[config.mk]
export PLATFORM = sky130hd
export DESIGN_NAME = conv_layer_ctrl
export DESIGN_NICKNAME = d
export VERILOG_FILES = /design/src/rtl/conv_layer_ctrl.sv
export SDC_FILE = /design/constraint.sdc
export NUM_CORES = 1
export LEC_CHECK = 0
export ABC_AREA = 1
export BUFFER_PORTS_ARGS = -buffer_cell sky130_fd_sc_hd__buf_2
export CAP_MARGIN = 20
export CORE_MARGIN = 4
export CORE_UTILIZATION = 54
export CTS_CLUSTER_SIZE = 10
export DETAILED_ROUTE_END_ITERATION = 12
export HOLD_SLACK_MARGIN = 0.1
export PLACE_DENSITY = 0.75
export RECOVER_POWER = 50
export SYNTH_ARGS = -nofsm -noshare
export SYNTH_HDL_FRONTEND = slang
export SYNTH_SLANG_ARGS = --single-unit
[constraint.sdc]
create_clock -name clk -period 1.8 [get_ports clk]
set_clock_uncertainty 0.2 [all_clocks]
set_input_delay 0 -clock clk [delete_from_list [all_inputs] [get_ports clk]]
set_output_delay 0 -clock clk [all_outputs]
set_load 0.005 [all_outputs]
[src/rtl/conv_layer_ctrl.sv]
// conv_layer_ctrl: stage sequencer for one convolution layer pass.
// Walks PRELOAD, then for every output row ROW_0..ROW_2 (KERNEL_SIZE cycles
// each), BIAS and LOAD, and finally parks in IDLE. The 3-bit stage code is
// decoded by the weight cache, image buffer and PE array, so its encoding
// is fixed.
module conv_layer_ctrl #(
    parameter int KERNEL_SIZE = 3,
    parameter int IMAGE_SIZE  = 8,
    parameter int ARRAY_SIZE  = 6,
    parameter int CNT_WIDTH   = 4
) (
    input  logic                 clk,
    input  logic                 rst,
    input  logic                 i_start,
    output logic [2:0]           o_current_state,
    output logic [CNT_WIDTH-1:0] o_cycle_cnt,
    output logic [CNT_WIDTH-1:0] o_row_idx,
    output logic                 o_row_done,
    output logic                 o_busy,
    output logic                 o_done
);

    typedef enum logic [2:0] {
        ST_INIT    = 3'd0,
        ST_PRELOAD = 3'd1,
        ST_ROW_0   = 3'd2,
        ST_ROW_1   = 3'd3,
        ST_ROW_2   = 3'd4,
        ST_BIAS    = 3'd5,
        ST_LOAD    = 3'd6,
        ST_IDLE    = 3'd7
    } state_t;

    localparam logic [CNT_WIDTH-1:0] PRE_LAST = CNT_WIDTH'(IMAGE_SIZE - 1);
    localparam logic [CNT_WIDTH-1:0] KER_LAST = CNT_WIDTH'(KERNEL_SIZE - 1);
    localparam logic [CNT_WIDTH-1:0] ROW_LAST = CNT_WIDTH'(ARRAY_SIZE - 1);
    localparam logic [CNT_WIDTH-1:0] CNT_ONE  = CNT_WIDTH'(1);

    state_t               state;
    logic [CNT_WIDTH-1:0] cycle_cnt;
    logic [CNT_WIDTH-1:0] row_idx;
    logic                 row_done;
    logic                 busy;
    logic                 done;

    // Stage sequencer; every output is a flop, pulses default low each cycle.
    always_ff @(posedge clk or posedge rst) begin
        if (rst) begin
            state     <= ST_INIT;
            cycle_cnt <= '0;
            row_idx   <= '0;
            row_done  <= 1'b0;
            busy      <= 1'b0;
            done      <= 1'b0;
        end else begin
            row_done <= 1'b0;
            done     <= 1'b0;
            case (state)
                ST_INIT, ST_IDLE: begin
                    // Start is honoured even in the o_done cycle, so a held
                    // start gives back-to-back runs with a single IDLE cycle.
                    if (i_start) begin
                        state     <= ST_PRELOAD;
                        cycle_cnt <= '0;
                        row_idx   <= '0;
                        busy      <= 1'b1;
                    end
                end
                ST_PRELOAD: begin
                    if (cycle_cnt == PRE_LAST) begin
                        state     <= ST_ROW_0;
                        cycle_cnt <= '0;
                        row_idx   <= '0;
                    end else begin
                        cycle_cnt <= cycle_cnt + CNT_ONE;
                    end
                end
                ST_ROW_0, ST_ROW_1, ST_ROW_2: begin
                    if (cycle_cnt == KER_LAST) begin
                        cycle_cnt <= '0;
                        case (state)
                            ST_ROW_0: state <= ST_ROW_1;
                            ST_ROW_1: state <= ST_ROW_2;
                            default:  state <= ST_BIAS;
                        endcase
                    end else begin
                        cycle_cnt <= cycle_cnt + CNT_ONE;
                    end
                end
                ST_BIAS: begin
                    // LOAD always follows BIAS so the weight address wraps to 0
                    state     <= ST_LOAD;
                    cycle_cnt <= '0;
                    row_done  <= 1'b1;
                end
                ST_LOAD: begin
                    cycle_cnt <= '0;
                    if (row_idx == ROW_LAST) begin
                        state <= ST_IDLE;
                        busy  <= 1'b0;
                        done  <= 1'b1;
                    end else begin
                        state   <= ST_ROW_0;
                        row_idx <= row_idx + CNT_ONE;
                    end
                end
                default: begin
                    state     <= ST_INIT;
                    cycle_cnt <= '0;
                    row_idx   <= '0;
                    busy      <= 1'b0;
                end
            endcase
        end
    end

    assign o_current_state = state;
    assign o_cycle_cnt     = cycle_cnt;
    assign o_row_idx       = row_idx;
    assign o_row_done      = row_done;
    assign o_busy          = busy;
    assign o_done          = done;

endmodule

==> reports/results.txt, run 1 <==
Status = finished clean
Root Driver = clkbuf_4
Port-buffer cells = 16
Clock insertion delay at the later pin of the skew report = 0.28 ns
Share of layout cells above drive strength 1 = 25.2%
Final Hold Vio Count = 0
Post-CTS Setup Bufs = 0
Crit share post-route = 89.8%
Max-slew violations = 0
Max-cap violations = 0
Avg Inst Size Synth = 7.77 um2
Worst vdd ir = 0.877 mV
TNS Setup = 0 ns
Worst path required time = 1.78 ns
Total CTS buffers = 3
Die footprint = 2540 um2
Die Wd = 50.4 um
Power density over the cells = 1500 nW/um2
Pleak = 0.000593 uW
Final setup violation count = 0
H-tree levels = 1
Gr ovfl total = 0
CP max FO = 12
Via count = 857
Min cycle time layout = 1.62 ns
Drt wl/cell = 11.3 um
Unrepaired setup endpoints after global routing = no
HPWL after DPL = 1460 um
Fillcell total = 156
Post-synth ARST share = 100%
Worst Hold Class = in -> async
Synth unique cells = 24
Gr usage total = 16.7%
Clock Path Buffers = 2
CP Capture Type = register
Largest net degree at the start of global routing = 15
Final hold slack = 0.0937 ns
Site row count = 15
Initial drt markers = 20
Startpoint Class = register
Synthesized cell area = 971 um2
DRC Markers = 0
Worst Max-Slew Pin Slew = 0.528 ns
Main synth FF type = dfrtp_1
Post-synth EDFFs = 0
Yosys warns = 0
Fmax = 0.619 GHz
Vias in the first global route = 790
Starting Density = 56.8%
Reg clk slew, reported paths = 0.09 ns
Syn Inst Count = 125
Area of the core = 1710 um2
Sequential share of the synthesized area = 36.1%
Die height = 50.4 um
CTS tree = done
RD Place Congestion = 0.892
Detail Route Antenna Nets = 0
Antenna violations before repair = 0
Setup CP Type = reg -> reg
CP arrival = 1.60 ns
TritonRoute pass-1 iters = 5
Synthesized net count = 132
DR vias/cell = 5.10
Area growth, synth to finish = 11.7%
Global-route wire length before repair = 3320 um
N_diodes = 0
FF+latch count, synth = 14
Layout Nets = 152
CTS sink count = 14
Relative max-transition margin = 64.8%
Ports = 17
WL final = 1900 um
-- synth_stat cells, types with 2 or more instances --
cell     instances  area share (%)
nand2_1         35              14
nand2_4          2             2.3
nand3_2          4             4.1
nand2_2          2             1.3
inv_1           12             4.6
ha_1             4             5.2
xor2_1           3             2.7
o21ai_0          3             1.5
buf_6            3             3.5
nor2_1          11             4.3
inv_2            2            0.77
dfrtp_1         14              36
nand4_1          5             3.2
nor2_2           2             1.3
nand3_1         14             7.2
-- stage by stage --
step	power, uW	util (%)	cell area [um2]	instances	worst slack (ns)
final	1630	63.5	1080	168	0.184
after global routing	1780	63.5	1080	168	0.0668
after CTS	1620	63.5	1080	168	0.116
after detailed placement	1440	61.0	1040	163	0.119
after global placement	1420	61.0	1040	163	0.185
after floorplan	1290	-	971	125	0.357
-- cell families after synthesis --
logic type,count (synthesis),share of synthesized area [%]
adder cells (fa/ha/maj),4,5.15
AND/OR/NAND/NOR,78,40.5
buffers and inverters,19,11.0
AO/OA/AOI/OAI,7,4.64
XOR/XNOR,3,2.71
flip-flops,14,36.1
-- flip-flops by register name (all words and copies together) (netlist names) --
register,count
o_row_idx,4
o_cycle_cnt,4
o_current_state,3
o_done,1
o_row_done,1
o_busy,1
-- worst max-delay path, stage by stage (launching register included) --
cell     delay [ns]
dfrtp_2        0.51
o21ai_2        0.25
nand3_2        0.24
nand2_1        0.13
inv_1          0.07
nand3_1        0.08
nand2_1        0.05
-- placed cells by master, fill, tap and decap left out --
master,count
inv_1,12
inv_4,1
a21oi_2,1
or3_1,1
buf_4,1
ha_1,4
dfrtp_2,2
clkbuf_4,3
inv_2,2
nand3_1,14
dlygate4sd3_1,2
xor2_1,3
nand3_2,4
nor2_1,11
nand3_4,1
buf_2,14
dfrtp_1,12
nand2_2,2
nand2_4,2
nor3b_1,1
nor2_2,2
clkbuf_1,2
nand2_1,35
o21ai_0,3
nand4_1,5
a21oi_1,1
o21ai_2,1
o211ai_1,1
-- final cells by class --
class / instances / area [um2] / area share, %
multi-input cells: 92 / 514 / 47.4
clock buffers: 3 / 22.5 / 2.08
repair buffers: 19 / 105 / 9.69
inverters: 15 / 58.8 / 5.42
well taps: 25 / 31.3 / 2.88
flip-flops and latches: 14 / 353 / 32.5
-- final timing paths --
kind	to	from	slack, ns	cells after the start
max in group asynchronous	o_current_state[0]$_DFFE_PP0P_	rst	0.92	3
min reg2reg	o_busy$_DFFE_PP0P_	o_busy$_DFFE_PP0P_	0.33	2
min	o_done$_DFF_PP0_	rst	0.09	3
min in group clk	o_busy$_DFFE_PP0P_	o_busy$_DFFE_PP0P_	0.33	2
max reg2reg	o_row_idx[2]$_DFFE_PP0P_	o_current_state[0]$_DFFE_PP0P_	0.18	6
max	o_row_idx[2]$_DFFE_PP0P_	o_current_state[0]$_DFFE_PP0P_	0.18	6
-- power by group --
part	leakage, uW	switching [uW]	total (uW)	internal, uW
logic	0.000399	584	913	330
registers	0.000180	139	533	394
clock network	0.0000138	101	178	77.6
-- layer usage --
| metal | GRT usage [%] | part of all wire (%) | up-vias |
|---|---|---|---|
| met5 | 0 | 0 | - |
| met4 | 6.28 | 1.2 | 0 |
| met3 | 2.37 | 4.6 | 4 |
| met2 | 27.6 | 49 | 25 |
| met1 | 22.0 | 45 | 388 |
| li1 | - | - | 440 |
-- what timing repair did --
| action | CTS | global route |
|---|---|---|
| gates resized for setup | 0 | 2 |
| hold buffers | 2 | 0 |
| endpoints found under the setup margin | 0 | 3 |
| endpoints found under the hold margin | 22 | 0 |
Power figures use the tool's default switching activity.
==> run 2, diff against run 1 <==
ABC_CLOCK_PERIOD_IN_PS = 1800   (was not set)
PLACE_DENSITY = 0.78   (was 0.75)
==> reports/results.txt, run 2 (synthesized netlist as in run 1, its figures left out) <==
HPWL after DPL = 1420 um (was 1460 um)
Die height = 50.4 um (unchanged)
Highest-delay cell along the critical path = dfrtp_1 (was dfrtp_2)
Fmax = 0.596 GHz (was 0.619 GHz)
RD Place Congestion = 0.844 (was 0.892)
Startpoint Class = register (unchanged)
DRC Markers = 0 (unchanged)
Worst Max-Slew Pin Slew = 0.533 ns (was 0.528 ns)
Reg clk slew, reported paths = 0.09 ns (about the same)
Global-route wire length before repair = 3280 um (was 3320 um)
Worst vdd ir = 0.911 mV (was 0.877 mV)
Clock insertion delay at the later pin of the skew report = 0.29 ns (was 0.28 ns)
Layout Nets = 152 (unchanged)
Largest net degree at the start of global routing = 15 (unchanged)
Worst path bufs/invs = 1 (unchanged)
Drt wl/cell = 11.5 um (was 11.3 um)
Finished Layout Cells = 169 (was 168)
Antenna violations before repair = 0 (unchanged)
Area growth, synth to finish = 12.9% (was 11.7%)
Via count = 860 (was 857)
DR vias/cell = 5.09 (was 5.10)
Total power = 1680 uW (was 1630 uW)
CTS sink count = 14 (unchanged)
Fillcell total = 150 (was 156)
Total CTS buffers = 3 (unchanged)
Area of the core = 1710 um2 (unchanged)
TNS Setup = 0 ns (unchanged)
Pleak = 0.000597 uW (was 0.000593 uW)
Clock Path Buffers = 2 (unchanged)
TritonRoute pass-1 iters = 4 (was 5)
Vias in the first global route = 755 (was 790)
Starting Density = 56.8% (unchanged)
WL final = 1940 um (was 1900 um)
RR Startpoint = o_current_state[1]$_DFFE_PP0P_ (was o_current_state[0]$_DFFE_PP0P_)
Setup CP Type = reg -> reg (unchanged)
H-tree levels = 1 (unchanged)
Ports = 17 (unchanged)
Status = finished clean (unchanged)
Post-DP Area = 1040 um2 (unchanged)
Crit share post-route = 93.2% (was 89.8%)
Die footprint = 2540 um2 (unchanged)
N_diodes = 0 (unchanged)
Max-cap violations = 0 (unchanged)
Gr ovfl total = 0 (unchanged)
CP max FO = 11 (was 12)
Unrepaired setup endpoints after global routing = no (unchanged)
Crit path max-delay family = flip-flops (unchanged)
Worst Hold Class = in -> async (unchanged)
Gr usage total = 17.1% (was 16.7%)
CP Capture Type = register (unchanged)
CP Cell Sequence = o21ai_2 > nand3_2 > nand2_1 > inv_1 > nand3_1 > nand2_1 (unchanged)
CP startpoint = o_current_state[1]$_DFFE_PP0P_ (was o_current_state[0]$_DFFE_PP0P_)
Most frequent CP cell = nand2_1 (unchanged)
Final hold slack = 0.0827 ns (was 0.0937 ns)
Worst path max stage delay = 0.55 ns (was 0.51 ns)
Min cycle time layout = 1.68 ns (was 1.62 ns)
Share of layout cells above drive strength 1 = 24.3% (was 25.2%)
Root Driver = clkbuf_4 (unchanged)
Worst path required time = 1.79 ns (was 1.78 ns)
Dpl cells = 163 (unchanged)
CTS tree = done (unchanged)
Port-buffer cells = 16 (unchanged)
Die Wd = 50.4 um (unchanged)
Detail Route Antenna Nets = 0 (unchanged)
Final Hold Vio Count = 0 (unchanged)
Max-slew violations = 0 (unchanged)
Power density over the cells = 1530 nW/um2 (was 1500 nW/um2)
Initial drt markers = 48 (was 20)
Most common cell after layout, fill and taps aside = nand2_1 (unchanged)
Final Cell Area = 1100 um2 (was 1080 um2)
Site row count = 15 (unchanged)
Final setup violation count = 0 (unchanged)
CP arrival = 1.66 ns (was 1.60 ns)
Leading cell types in the layout, fill and taps excluded = nand2_1, nand3_1, buf_2, dfrtp_1, inv_1 (was nand2_1, nand3_1, buf_2, inv_1, dfrtp_1)
Relative max-transition margin = 64.4% (was 64.8%)
run 2: cell count changes in the layout (fill, tap and decap cells not counted):
cell | before | now
buf_2 | 14 | 13
clkbuf_1 | 2 | 3
clkbuf_8 | 0 | 1
dfrtp_1 | 12 | 13
dfrtp_2 | 2 | 1
run 2: worst register-to-register path, stage by stage (launching register included):
cell and delay [ns]:
dfrtp_1 0.55, o21ai_2 0.26, nand3_2 0.24, nand2_1 0.13
inv_1 0.07, nand3_1 0.08, nand2_1 0.05
run 2: repair_timing:
action	4_1_cts	5_1_grt
hold endpoints to repair	22	0
hold buffers	2	0
buffers inserted	0	0
endpoints found under the setup margin	0	3
gates resized for setup	0	1
run 2: where the power goes:
part           leakage, uW  switching [uW]  internal (uW)
sequential        0.000181             143            391
combinational     0.000395             578            330
clock            0.0000210             112            123
run 2: metrics by stage:
stage / worst slack (ns) / util [%]
6_report: 0.122 / 64.2
5_1_grt: 0.00300 / 64.2
4_1_cts: 0.126 / 64.3
3_5_place_dp: 0.145 / 61.0
3_3_place_gp: 0.184 / 61.0
2_1_floorplan: 0.357 / -
run 2: layout make-up:
| class | count | area (um2) | share of cell area (%) |
|---|---|---|---|
| clock buffers | 4 | 36.3 | 3.31 |
| well taps | 25 | 31.3 | 2.85 |
| multi-input cells | 92 | 514 | 46.9 |
| flip-flops and latches | 14 | 352 | 32.1 |
| repair buffers | 19 | 104 | 9.47 |
| inverters | 15 | 58.8 | 5.37 |
run 2: path summary, 6_finish.rpt:
check	to	slack [ns]	depth (start not counted)
hold / removal	o_cycle_cnt[2]$_DFFE_PP0P_	0.08	3
hold reg to reg	o_busy$_DFFE_PP0P_	0.33	2
setup reg to reg	o_row_idx[2]$_DFFE_PP0P_	0.12	6
setup / recovery	o_row_idx[2]$_DFFE_PP0P_	0.12	6
max in group asynchronous	o_current_state[0]$_DFFE_PP0P_	0.94	3
min in group clk	o_busy$_DFFE_PP0P_	0.33	2
run 2: routing by layer:
layer | vias to the layer above | wire length (um) | global-route usage, %
li1 | 440 | - | -
met4 | 0 | 36 | 6.73
met3 | 5 | 87 | 5.34
met1 | 396 | 916 | 22.0
met5 | - | 0 | 0
met2 | 19 | 903 | 26.5
